`config.mk`:
```
export PLATFORM = sky130hd
export DESIGN_NAME = frame_store_writer
export DESIGN_NICKNAME = d
export VERILOG_FILES = /design/src/rtl/frame_store_writer.sv
export SDC_FILE = /design/constraint.sdc
export NUM_CORES = 2
export LEC_CHECK = 0
export BUFFER_PORTS_ARGS = -buffer_cell sky130_fd_sc_hd__buf_4
export CAP_MARGIN = 20
export CORE_MARGIN = 2
export CORE_UTILIZATION = 56
export DETAILED_ROUTE_END_ITERATION = 6
export GPL_ROUTABILITY_DRIVEN = 0
export PLACE_DENSITY = 0.77
export SLEW_MARGIN = 25
export SYNTH_ARGS = -nofsm -noshare
export SYNTH_HDL_FRONTEND = slang
export SYNTH_SLANG_ARGS = --single-unit
```
`constraint.sdc`:
```
create_clock -name clk -period 11.8 [get_ports clk]
set_clock_uncertainty 0.2 [all_clocks]
set_input_delay 2.36 -clock clk [delete_from_list [all_inputs] [get_ports clk]]
set_output_delay 2.36 -clock clk [all_outputs]
set_load 0.01 [all_outputs]
```
`src/rtl/frame_store_writer.sv`:
```
// frame_store_writer
// Write-side feeder of the external frame-store RAM. Reconstructed 4x4
// blocks (Y, U or V) are accepted, given their planar YUV 4:2:0 byte address
// inside the current picture slot, buffered, and written out as four 32-bit
// row writes per block.
//
// Ports:
//   clk, rst                        single clock, synchronous active-high reset
//   start_of_frame, pic_num,        latch picture geometry and slot index
//   pic_width_in_mbs_minus1,
//   pic_height_in_map_units_minus1
//   blk_valid / blk_ready           block handshake
//   blk_comp, mb_x, mb_y,           block component and position
//   blk_x, blk_y
//   blk_data                        16 pixels, row-major, pixel(r,c) at byte r*4+c
//   ext_wr, ext_wr_addr,            RAM write port (one row per write)
//   ext_wr_data
//   write_to_ram_idle               nothing buffered and nothing being written
//   err                             sticky bounds error
//
// Build option: define FRAME_STORE_BOUNDS_CHECK_EN to drop out-of-range
// blocks and raise err; otherwise err is tied low.

module frame_store_writer #(
  parameter int FIFO_DEPTH_LOG2 = 2,
  parameter int ADDR_W          = 26
) (
  input  logic              clk,
  input  logic              rst,
  input  logic              start_of_frame,
  input  logic [2:0]        pic_num,
  input  logic [7:0]        pic_width_in_mbs_minus1,
  input  logic [7:0]        pic_height_in_map_units_minus1,
  input  logic              blk_valid,
  output logic              blk_ready,
  input  logic [1:0]        blk_comp,
  input  logic [7:0]        mb_x,
  input  logic [7:0]        mb_y,
  input  logic [1:0]        blk_x,
  input  logic [1:0]        blk_y,
  input  logic [127:0]      blk_data,
  output logic              ext_wr,
  output logic [ADDR_W-1:0] ext_wr_addr,
  output logic [31:0]       ext_wr_data,
  output logic              write_to_ram_idle,
  output logic              err
);

  localparam int DEPTH = 1 << FIFO_DEPTH_LOG2;
  localparam int CW    = FIFO_DEPTH_LOG2 + 1;

  localparam logic [FIFO_DEPTH_LOG2-1:0] PTR_ONE   = FIFO_DEPTH_LOG2'(1);
  localparam logic [CW-1:0]              CNT_ONE   = CW'(1);
  localparam logic [CW:0]                OCC_LIMIT = (CW+1)'(DEPTH);
  localparam logic [ADDR_W-1:0]          A_ONE     = ADDR_W'(1);

  typedef enum logic [2:0] {
    S_IDLE,
    S_ROW0,
    S_ROW1,
    S_ROW2,
    S_ROW3
  } wr_state_t;

  // ---------------------------------------------------------------------
  // Geometry
  // ---------------------------------------------------------------------
  logic [ADDR_W-1:0] new_w, new_h, new_wh, new_fbase, new_ubase, new_vbase;
  logic [ADDR_W-1:0] geo_w, geo_fbase, geo_ubase, geo_vbase;

  // Frame size is W*H*3/2; W*H is a multiple of 256, so the halving is exact.
  always_comb begin
    new_w     = (ADDR_W'(pic_width_in_mbs_minus1) + A_ONE) << 4;
    new_h     = (ADDR_W'(pic_height_in_map_units_minus1) + A_ONE) << 4;
    new_wh    = new_w * new_h;
    new_fbase = (new_wh + (new_wh >> 1)) * ADDR_W'(pic_num);
    new_ubase = new_fbase + new_wh;
    new_vbase = new_ubase + (new_wh >> 2);
  end

  // Geometry is captured on the start_of_frame pulse and holds until the next.
  always_ff @(posedge clk) begin
    if (rst) begin
      geo_w     <= '0;
      geo_fbase <= '0;
      geo_ubase <= '0;
      geo_vbase <= '0;
    end else if (start_of_frame) begin
      geo_w     <= new_w;
      geo_fbase <= new_fbase;
      geo_ubase <= new_ubase;
      geo_vbase <= new_vbase;
    end
  end

  // ---------------------------------------------------------------------
  // Accept and address stage
  // ---------------------------------------------------------------------
  logic              accept;
  logic              stg_valid;
  logic [1:0]        stg_comp;
  logic [7:0]        stg_mb_x, stg_mb_y;
  logic [1:0]        stg_blk_x, stg_blk_y;
  logic [127:0]      stg_data;
  logic [ADDR_W-1:0] stg_base, stg_row, stg_col, stg_pitch, stg_addr;
  logic              stg_keep;

  logic [CW-1:0]     fifo_count;
  logic [CW:0]       occ;

  // The address-stage slot counts toward occupancy so a block sitting in
  // the stage always has a FIFO slot (or the write FSM) to move into.
  assign occ       = {1'b0, fifo_count} + {{CW{1'b0}}, stg_valid};
  assign blk_ready = (occ < OCC_LIMIT);
  assign accept    = blk_valid && blk_ready;

  // The stage holds the raw block for exactly one cycle.
  always_ff @(posedge clk) begin
    if (rst) begin
      stg_valid <= 1'b0;
    end else begin
      stg_valid <= accept;
    end
    if (accept) begin
      stg_comp  <= blk_comp;
      stg_mb_x  <= mb_x;
      stg_mb_y  <= mb_y;
      stg_blk_x <= blk_x;
      stg_blk_y <= blk_y;
      stg_data  <= blk_data;
    end
  end

  // Luma uses 16-pixel MBs at pitch W; chroma uses 8-pixel MBs at pitch W/2.
  always_comb begin
    stg_base  = geo_fbase;
    stg_pitch = geo_w;
    stg_row   = (ADDR_W'(stg_mb_y) << 4) + (ADDR_W'(stg_blk_y) << 2);
    stg_col   = (ADDR_W'(stg_mb_x) << 4) + (ADDR_W'(stg_blk_x) << 2);
    if (stg_comp != 2'd0) begin
      stg_base  = (stg_comp == 2'd1) ? geo_ubase : geo_vbase;
      stg_pitch = geo_w >> 1;
      stg_row   = (ADDR_W'(stg_mb_y) << 3) + (ADDR_W'(stg_blk_y) << 2);
      stg_col   = (ADDR_W'(stg_mb_x) << 3) + (ADDR_W'(stg_blk_x) << 2);
    end
    stg_addr = stg_base + stg_row * stg_pitch + stg_col;
  end

`ifdef FRAME_STORE_BOUNDS_CHECK_EN
  logic [7:0] geo_pwm1, geo_phm1;
  logic       stg_flag;
  logic       err_q;

  // MB limits used by the bounds check, captured with the rest of the geometry.
  always_ff @(posedge clk) begin
    if (rst) begin
      geo_pwm1 <= '0;
      geo_phm1 <= '0;
    end else if (start_of_frame) begin
      geo_pwm1 <= pic_width_in_mbs_minus1;
      geo_phm1 <= pic_height_in_map_units_minus1;
    end
  end

  assign stg_flag = (stg_mb_x > geo_pwm1) || (stg_mb_y > geo_phm1) ||
                    (stg_comp == 2'd3) ||
                    ((stg_comp != 2'd0) && ((stg_blk_x > 2'd1) || (stg_blk_y > 2'd1)));
  assign stg_keep = stg_valid && !stg_flag;

  // err is sticky until reset.
  always_ff @(posedge clk) begin
    if (rst) begin
      err_q <= 1'b0;
    end else if (stg_valid && stg_flag) begin
      err_q <= 1'b1;
    end
  end

  assign err = err_q;
`else
  assign stg_keep = stg_valid && (stg_comp != 2'd3);
  assign err      = 1'b0;
`endif

  // ---------------------------------------------------------------------
  // Block FIFO
  // ---------------------------------------------------------------------
  logic [ADDR_W-1:0]          fifo_addr  [DEPTH];
  logic [ADDR_W-1:0]          fifo_pitch [DEPTH];
  logic [127:0]               fifo_data  [DEPTH];
  logic [FIFO_DEPTH_LOG2-1:0] wr_ptr, rd_ptr;
  logic                       fifo_empty;
  logic                       push, pop, take;

  wr_state_t                  state;
  logic [ADDR_W-1:0]          next_addr, next_pitch;
  logic [127:0]               next_data;

  assign fifo_empty = (fifo_count == '0);

  // The FSM takes a new block in IDLE or ROW3. FIFO entries are older than
  // the stage, so the stage bypasses straight to the FSM only when the FIFO
  // is empty; that bypass is what gives the two-cycle accept-to-write latency.
  assign take = ((state == S_IDLE) || (state == S_ROW3)) && (!fifo_empty || stg_keep);
  assign pop  = take && !fifo_empty;
  assign push = stg_keep && !(take && fifo_empty);

  always_comb begin
    next_addr  = stg_addr;
    next_pitch = stg_pitch;
    next_data  = stg_data;
    if (!fifo_empty) begin
      next_addr  = fifo_addr[rd_ptr];
      next_pitch = fifo_pitch[rd_ptr];
      next_data  = fifo_data[rd_ptr];
    end
  end

  // FIFO storage needs no reset; only the pointers and count are cleared.
  always_ff @(posedge clk) begin
    if (push) begin
      fifo_addr[wr_ptr]  <= stg_addr;
      fifo_pitch[wr_ptr] <= stg_pitch;
      fifo_data[wr_ptr]  <= stg_data;
    end
  end

  // Pointer and occupancy bookkeeping; push and pop may coincide at any level.
  always_ff @(posedge clk) begin
    if (rst) begin
      wr_ptr     <= '0;
      rd_ptr     <= '0;
      fifo_count <= '0;
    end else begin
      if (push) begin
        wr_ptr <= wr_ptr + PTR_ONE;
      end
      if (pop) begin
        rd_ptr <= rd_ptr + PTR_ONE;
      end
      if (push && !pop) begin
        fifo_count <= fifo_count + CNT_ONE;
      end else if (!push && pop) begin
        fifo_count <= fifo_count - CNT_ONE;
      end
    end
  end

  // ---------------------------------------------------------------------
  // Row-write FSM
  // ---------------------------------------------------------------------
  logic [ADDR_W-1:0] cur_pitch;
  logic [127:0]      cur_data;

  // Each ROWn state is the cycle in which row n is on the write port. The
  // address advances by the component pitch; address/data hold when idle.
  always_ff @(posedge clk) begin
    if (rst) begin
      state       <= S_IDLE;
      ext_wr      <= 1'b0;
      ext_wr_addr <= '0;
      ext_wr_data <= '0;
      cur_pitch   <= '0;
      cur_data    <= '0;
    end else begin
      case (state)
        S_IDLE, S_ROW3: begin
          if (take) begin
            state       <= S_ROW0;
            ext_wr      <= 1'b1;
            ext_wr_addr <= next_addr;
            ext_wr_data <= next_data[31:0];
            cur_pitch   <= next_pitch;
            cur_data    <= next_data;
          end else begin
            state  <= S_IDLE;
            ext_wr <= 1'b0;
          end
        end
        S_ROW0: begin
          state       <= S_ROW1;
          ext_wr_addr <= ext_wr_addr + cur_pitch;
          ext_wr_data <= cur_data[63:32];
        end
        S_ROW1: begin
          state       <= S_ROW2;
          ext_wr_addr <= ext_wr_addr + cur_pitch;
          ext_wr_data <= cur_data[95:64];
        end
        S_ROW2: begin
          state       <= S_ROW3;
          ext_wr_addr <= ext_wr_addr + cur_pitch;
          ext_wr_data <= cur_data[127:96];
        end
        default: begin
          state  <= S_IDLE;
          ext_wr <= 1'b0;
        end
      endcase
    end
  end

  assign write_to_ram_idle = fifo_empty && !stg_valid && (state == S_IDLE);

endmodule

```
-- Word-level counts from Yosys, hierarchy flattened
Memories as Yosys holds them, arrays and structs flattened. A register that Yosys moved wholly into a read port is not among the register bits.
Index checks and enable logic that the tools add are counted.
- bits in writable memories: 720
- output and inout port bits: 62
- register bits after elaboration: 474
- memories: 3
- word-level logic and storage cells: 105
- memories (memory ; words ; bits a word ; rd ports ; clocked after Yosys merged registers in ; wr ports ; line ; text):
    fifo_data ; 4 ; 128 ; 1 ; 1 ; 1 ; 190 ; logic [127:0] fifo_data [DEPTH];
    fifo_addr ; 4 ; 26 ; 1 ; 1 ; 1 ; 188 ; logic [ADDR_W-1:0] fifo_addr [DEPTH];
    fifo_pitch ; 4 ; 26 ; 1 ; 1 ; 1 ; 189 ; logic [ADDR_W-1:0] fifo_pitch [DEPTH];
- equal/unequal tests: 7
- muxes and demuxes: 26
- order comparisons: 1
- multipliers: 3
- $add $sub $neg: 17
- reductions and logical operators: 28
- operator list (cell ; number):
    26-bit two-way mux ; 6
    128-bit two-way mux ; 1
    32-bit case mux with 4 select lines ; 1
    26-bit adder ; 4
    26-bit case mux with 2 select lines ; 1
    32-bit two-way mux ; 1
    12-bit by 4-bit adder with 13-bit output ; 2
    26-bit by 24-bit adder with 26-bit output ; 1
    26-bit by 25-bit adder with 26-bit output ; 1
    26-bit by 26-bit multiplier with 26-bit output ; 1
    26-bit by 3-bit multiplier with 26-bit output ; 1
    13-bit two-way mux ; 2
    11-bit by 4-bit adder with 12-bit output ; 2
    8-bit by 1-bit adder with 9-bit output, second input constant ; 2
    9-bit by 9-bit multiplier with 18-bit output ; 1
    2-bit two-way mux ; 6
    3-bit case mux with 4 select lines ; 1
    1-bit logical AND ; 10
    3-bit by 2-bit == test with 1-bit output, second input constant ; 2
    3-bit logical NOT ; 2
    3-bit two-way mux ; 2
    2-bit AND reduction ; 3
    2-bit nonzero test ; 3
    1-bit logical NOT ; 5
    15 further kinds ; 21

-- Longest topological paths before layout
- word-level depth: 11
- gate-level depth with buffers: 50

-- Worst setup path after synthesis
Ideal clock, no wire load.
- path type: input to register
- from: input port pic_width_in_mbs_minus1[0]
- to: register geo_vbase[25]
- required time: 11.472 ns
- slack: -0.231 ns
- library setup time: 0.128 ns
- stages: 44
- arrival time: 11.703 ns
- buffers on the path: 0
- cell sequence: ha_1 -> nand3_1 -> nor2_1 -> nand3_1 -> or2_2 -> fa_1 -> inv_1 -> fa_1 -> fa_1 -> inv_1 -> fa_1 -> inv_1 -> ha_1 -> o21ai_1 -> nor2_1 -> or2_2 -> inv_2 -> ha_1 -> [... 8 more ...] -> ha_1 -> nor3b_1 -> a21oi_1 -> o311ai_0 -> a211o_1 -> o31a_1 -> a21o_1 -> a21oi_1 -> xnor2_1 -> ha_1 -> nand2_1 -> o41ai_1 -> a31oi_1 -> nor2_1 -> o21bai_1 -> xor2_1 -> mux2i_1 -> nor2_1
- cells in the longest elaborated chain, start to end: 6
- ends and longest elaborated chain (what ; line ; text):
    start, declared ; 32 ; input logic [7:0] pic_width_in_mbs_minus1,
    8-bit by 1-bit adder with 9-bit output * ; 73 ; new_w = (ADDR_W'(pic_width_in_mbs_minus1) + A_ONE) << 4;
    9-bit by 9-bit multiplier with 18-bit output * ; 75 ; new_wh = new_w * new_h;
    26-bit by 25-bit adder with 26-bit output ; 76 ; new_fbase = (new_wh + (new_wh >> 1)) * ADDR_W'(pic_num);
    26-bit by 3-bit multiplier with 26-bit output ; 76 ;
    26-bit adder * ; 77 ; new_ubase = new_fbase + new_wh;
    via new_ubase[20] ; 68 ; logic [ADDR_W-1:0] new_w, new_h, new_wh, new_fbase, new_ubase, new_vbase;
    26-bit by 24-bit adder with 26-bit output * ; 78 ; new_vbase = new_ubase + (new_wh >> 2);
    end signal, assigned ; 92 ; geo_vbase <= new_vbase;
    end, declared ; 69 ; logic [ADDR_W-1:0] geo_w, geo_fbase, geo_ubase, geo_vbase;
Mark *: on every way through the listed nets, which the timed path passes. The rest lies on a longest branch.
A chain may end at the register's enable or synchronous reset.

-- Worst setup path after layout
- from: input port pic_width_in_mbs_minus1[1]
- to: register geo_vbase[25]
- cells in the longest elaborated chain, start to end: 6
- ends and longest elaborated chain (what ; line):
    8-bit by 1-bit adder with 9-bit output ; 73
    9-bit by 9-bit multiplier with 18-bit output ; 75
    26-bit by 25-bit adder with 26-bit output ; 76
    26-bit by 3-bit multiplier with 26-bit output ; 76
    via new_fbase[24] ; 68
    26-bit adder ; 77
    26-bit by 24-bit adder with 26-bit output ; 78
The timed path passes the listed nets, and every way through them passes these cells.

==> reports/results.txt <==
Clock Sinks -> 1040
Synth Flop Type -> edfxtp_1
Cts hold-fix bufs -> 0
Post-DP HPWL -> 78900 um
Seq/Total Area, Yosys -> 0.565
Post-DRT Antenna Nets -> 0
Average size of a mapped cell -> 12.7 um^2
R2R Setup Slk -> 3.05 ns
Root Buffer -> clkbuf_16
Slowest CP cell -> fa_1
Area Overhead vs Synth -> 15.3%
Global-route wire length before repair -> 190000 um
Num CTS Buffers -> 98
Failing checks -> design-rule violations
Vias per cell -> 5.90
Mapped Cells -> 4005
Hold Path Class -> reg2reg
Max incr delay on CP -> 0.56 ns
Nets -> 4910
CP Data Required Time -> 12.10 ns
Unique masters post-synth -> 82
Final Max Tran Viols -> 0
IO Pins -> 235
Initial DRT Pass Iterations -> 7
Initial antenna violation count -> 8
Yosys Warn Count -> 0
Synthesized area -> 51000 um^2
Die extent in x -> 306 um
Grt ovf -> 0
Die area -> 93600 um^2
Maximum Capacitance Violations -> 0
H-Tree Depth -> 3
Wire per inst -> 21.6 um
Kind of end point of the critical path -> register
CTS tree -> done
Minimum clock period -> 11.38 ns
DR vias -> 33213
Post-synth EDFFs -> 798
Synth Register Bits -> 1040
Period utilization -> 0.964
Worst Tran Pin Value -> 1.21 ns
CP max FO -> 5
Max clock buf depth -> 3
Largest net degree at the start of global routing -> 216
Post-DP Area -> 55200 um^2
WS Path Type -> in2reg
Maximum clock rate -> 0.0879 GHz
CP Launch Type -> input pin
Clock latency on the worst-skew pair -> 0.69 ns
Final Hold Viols -> 0
1st-iter DRT viols -> 3041
WL final -> 122000 um
Drc violations -> 2
Worst slew margin -> 0.196
Data arrival, critical path -> 11.67 ns
Worst-path clk slew -> 0.06 ns
Core Rows -> 110
Vias in the first global route -> 33963
Fraction of registers with async set/reset -> 0
Die height -> 306 um
Total Routing Usage GR -> 0.260
Initial Util -> 0.566
Final Setup Violations -> 0
Layout cells sized above 1 -> 0.192
Core area -> 90100 um^2
Buffers on Ports -> 231
Fin area -> 58900 um^2
Status -> finished with violations
[final cells by class]
class | count | area [um^2]
multi-input cells | 2478 | 20600
flip-flops and latches | 1040 | 28800
fillers | 6319 | 31300
clock inverters | 40 | 564
well taps | 1176 | 1470
inverters | 297 | 1120
diodes | 3 | 7.51
repair buffers | 450 | 3450
clock buffers | 143 | 2810
[cells in the final DEF, fill, tap and decap left out, types with 50 or more instances in the layout]
master | netlist | layout
buf_4 | 3 | 444
a21oi_1 | 136 | 132
mux2i_1 | 80 | 80
o21ai_0 | 66 | 66
inv_1 | 294 | 294
a311oi_1 | 102 | 102
ha_1 | 212 | 208
xnor2_1 | 80 | 76
a31oi_1 | 51 | 50
mux4_2 | 162 | 162
dfxtp_1 | 242 | 238
fa_1 | 160 | 160
nor2_1 | 453 | 448
nand2_1 | 495 | 495
edfxtp_1 | 798 | 798
clkbuf_16 | 0 | 101
[synthesized netlist by cell type (32+ instances only)]
cell      instances  area (um^2)
a311oi_1        102          893
xnor2_1          80          701
nor2_1          453         1700
o21ai_0          66          330
buf_1            47          176
clkbuf_1        141          529
mux4_2          162         3650
a21oi_1         136          681
mux2i_1          80          801
dfxtp_1         242         4840
a22oi_1          32          240
mux2_2           34          383
fa_1            160         3200
inv_1           294         1100
edfxtp_1        798        24000
nand3_1          38          190
xor2_1           39          342
nand2_1         495         1860
a31oi_1          51          319
ha_1            212         2650
[path summary, 6_finish.rpt]
kind | cells past startpoint | startpoint | endpoint
setup reg to reg | 29 | stg_comp[0] | ext_wr_addr[22]
setup / recovery | 49 | pic_width_in_mbs_minus1[1] | geo_vbase[25]
hold reg to reg | 2 | geo_fbase[7] | geo_fbase[7]
hold / removal | 2 | geo_fbase[7] | geo_fbase[7]
[repair_timing]
| action | in CTS | in global routing |
|---|---|---|
| setup buffers | 0 | 7 |
| hold endpoints to repair | 0 | 0 |
| endpoints found under the setup margin | 0 | 7 |
| gates resized for setup | 0 | 30 |
[registers in the layout, indices dropped and copies added (netlist names), 3 cells and up, named ones only]
| register | cells |
|---|---|
| state | 3 |
| fifo_data | 512 |
| fifo_addr | 96 |
| fifo_count | 3 |
| stg_mb_y | 8 |
| geo_vbase | 20 |
| geo_ubase | 18 |
| geo_fbase | 19 |
| cur_data | 96 |
| ext_wr_addr | 24 |
| stg_mb_x | 8 |
| geo_w | 9 |
| stg_data | 128 |
| fifo_pitch | 40 |
| ext_wr_data | 32 |
| cur_pitch | 10 |
[layer usage]
metal,share of wire,vias up,GRT usage
met5,0.00076,-,0
met4,0.027,12,0.0798
met3,0.077,216,0.0416
met2,0.48,1358,0.430
met1,0.41,16453,0.357
li1,-,15174,-
[kinds of logic (layout without fill, tap and decap cells)]
| family | after synthesis | in the layout | synth area share |
|---|---|---|---|
| mux | 276 | 276 | 0.0947 |
| buf+inv | 489 | 930 | 0.0363 |
| flops | 1040 | 1040 | 0.565 |
| simple gates | 1142 | 1142 | 0.0927 |
| other cells | 1 | 6 | 0.0000735 |
| xor+xnor | 121 | 121 | 0.0213 |
| compound gates | 562 | 562 | 0.0753 |
| fa+ha+maj | 374 | 374 | 0.115 |
[worst max-delay path: cells and delay by family]
kind | cells | cell delay, ns
and+or+nand+nor | 13 | 1.83
muxes | 1 | 0.13
xor gates and xnor gates | 5 | 0.99
AOI/OAI and AO/OA | 13 | 1.97
adders and majority gates | 10 | 3.93
buffers and inverters | 7 | 0.47
[metrics by stage]
| stage | TNS [ns] | setup WS, ns | instances | util | hold WS, ns |
|---|---|---|---|---|---|
| finish | 0 | 0.423 | 5627 | 0.653 | 0.274 |
| global route | -0.127 | -0.0649 | 5626 | 0.653 | 0.278 |
| CTS | 0 | 0.261 | 5617 | 0.650 | 0.273 |
| detailed placement | -1.71 | -0.387 | 5434 | 0.613 | 0.263 |
| global placement | -0.259 | -0.146 | 5433 | 0.612 | 0.255 |
| floorplan | 0 | 0.00352 | 4007 | - | 0.236 |
Power is left out: the tool's default activity adds up to more than one toggle a clock period on the data nets, which glitch-free logic cannot reach.
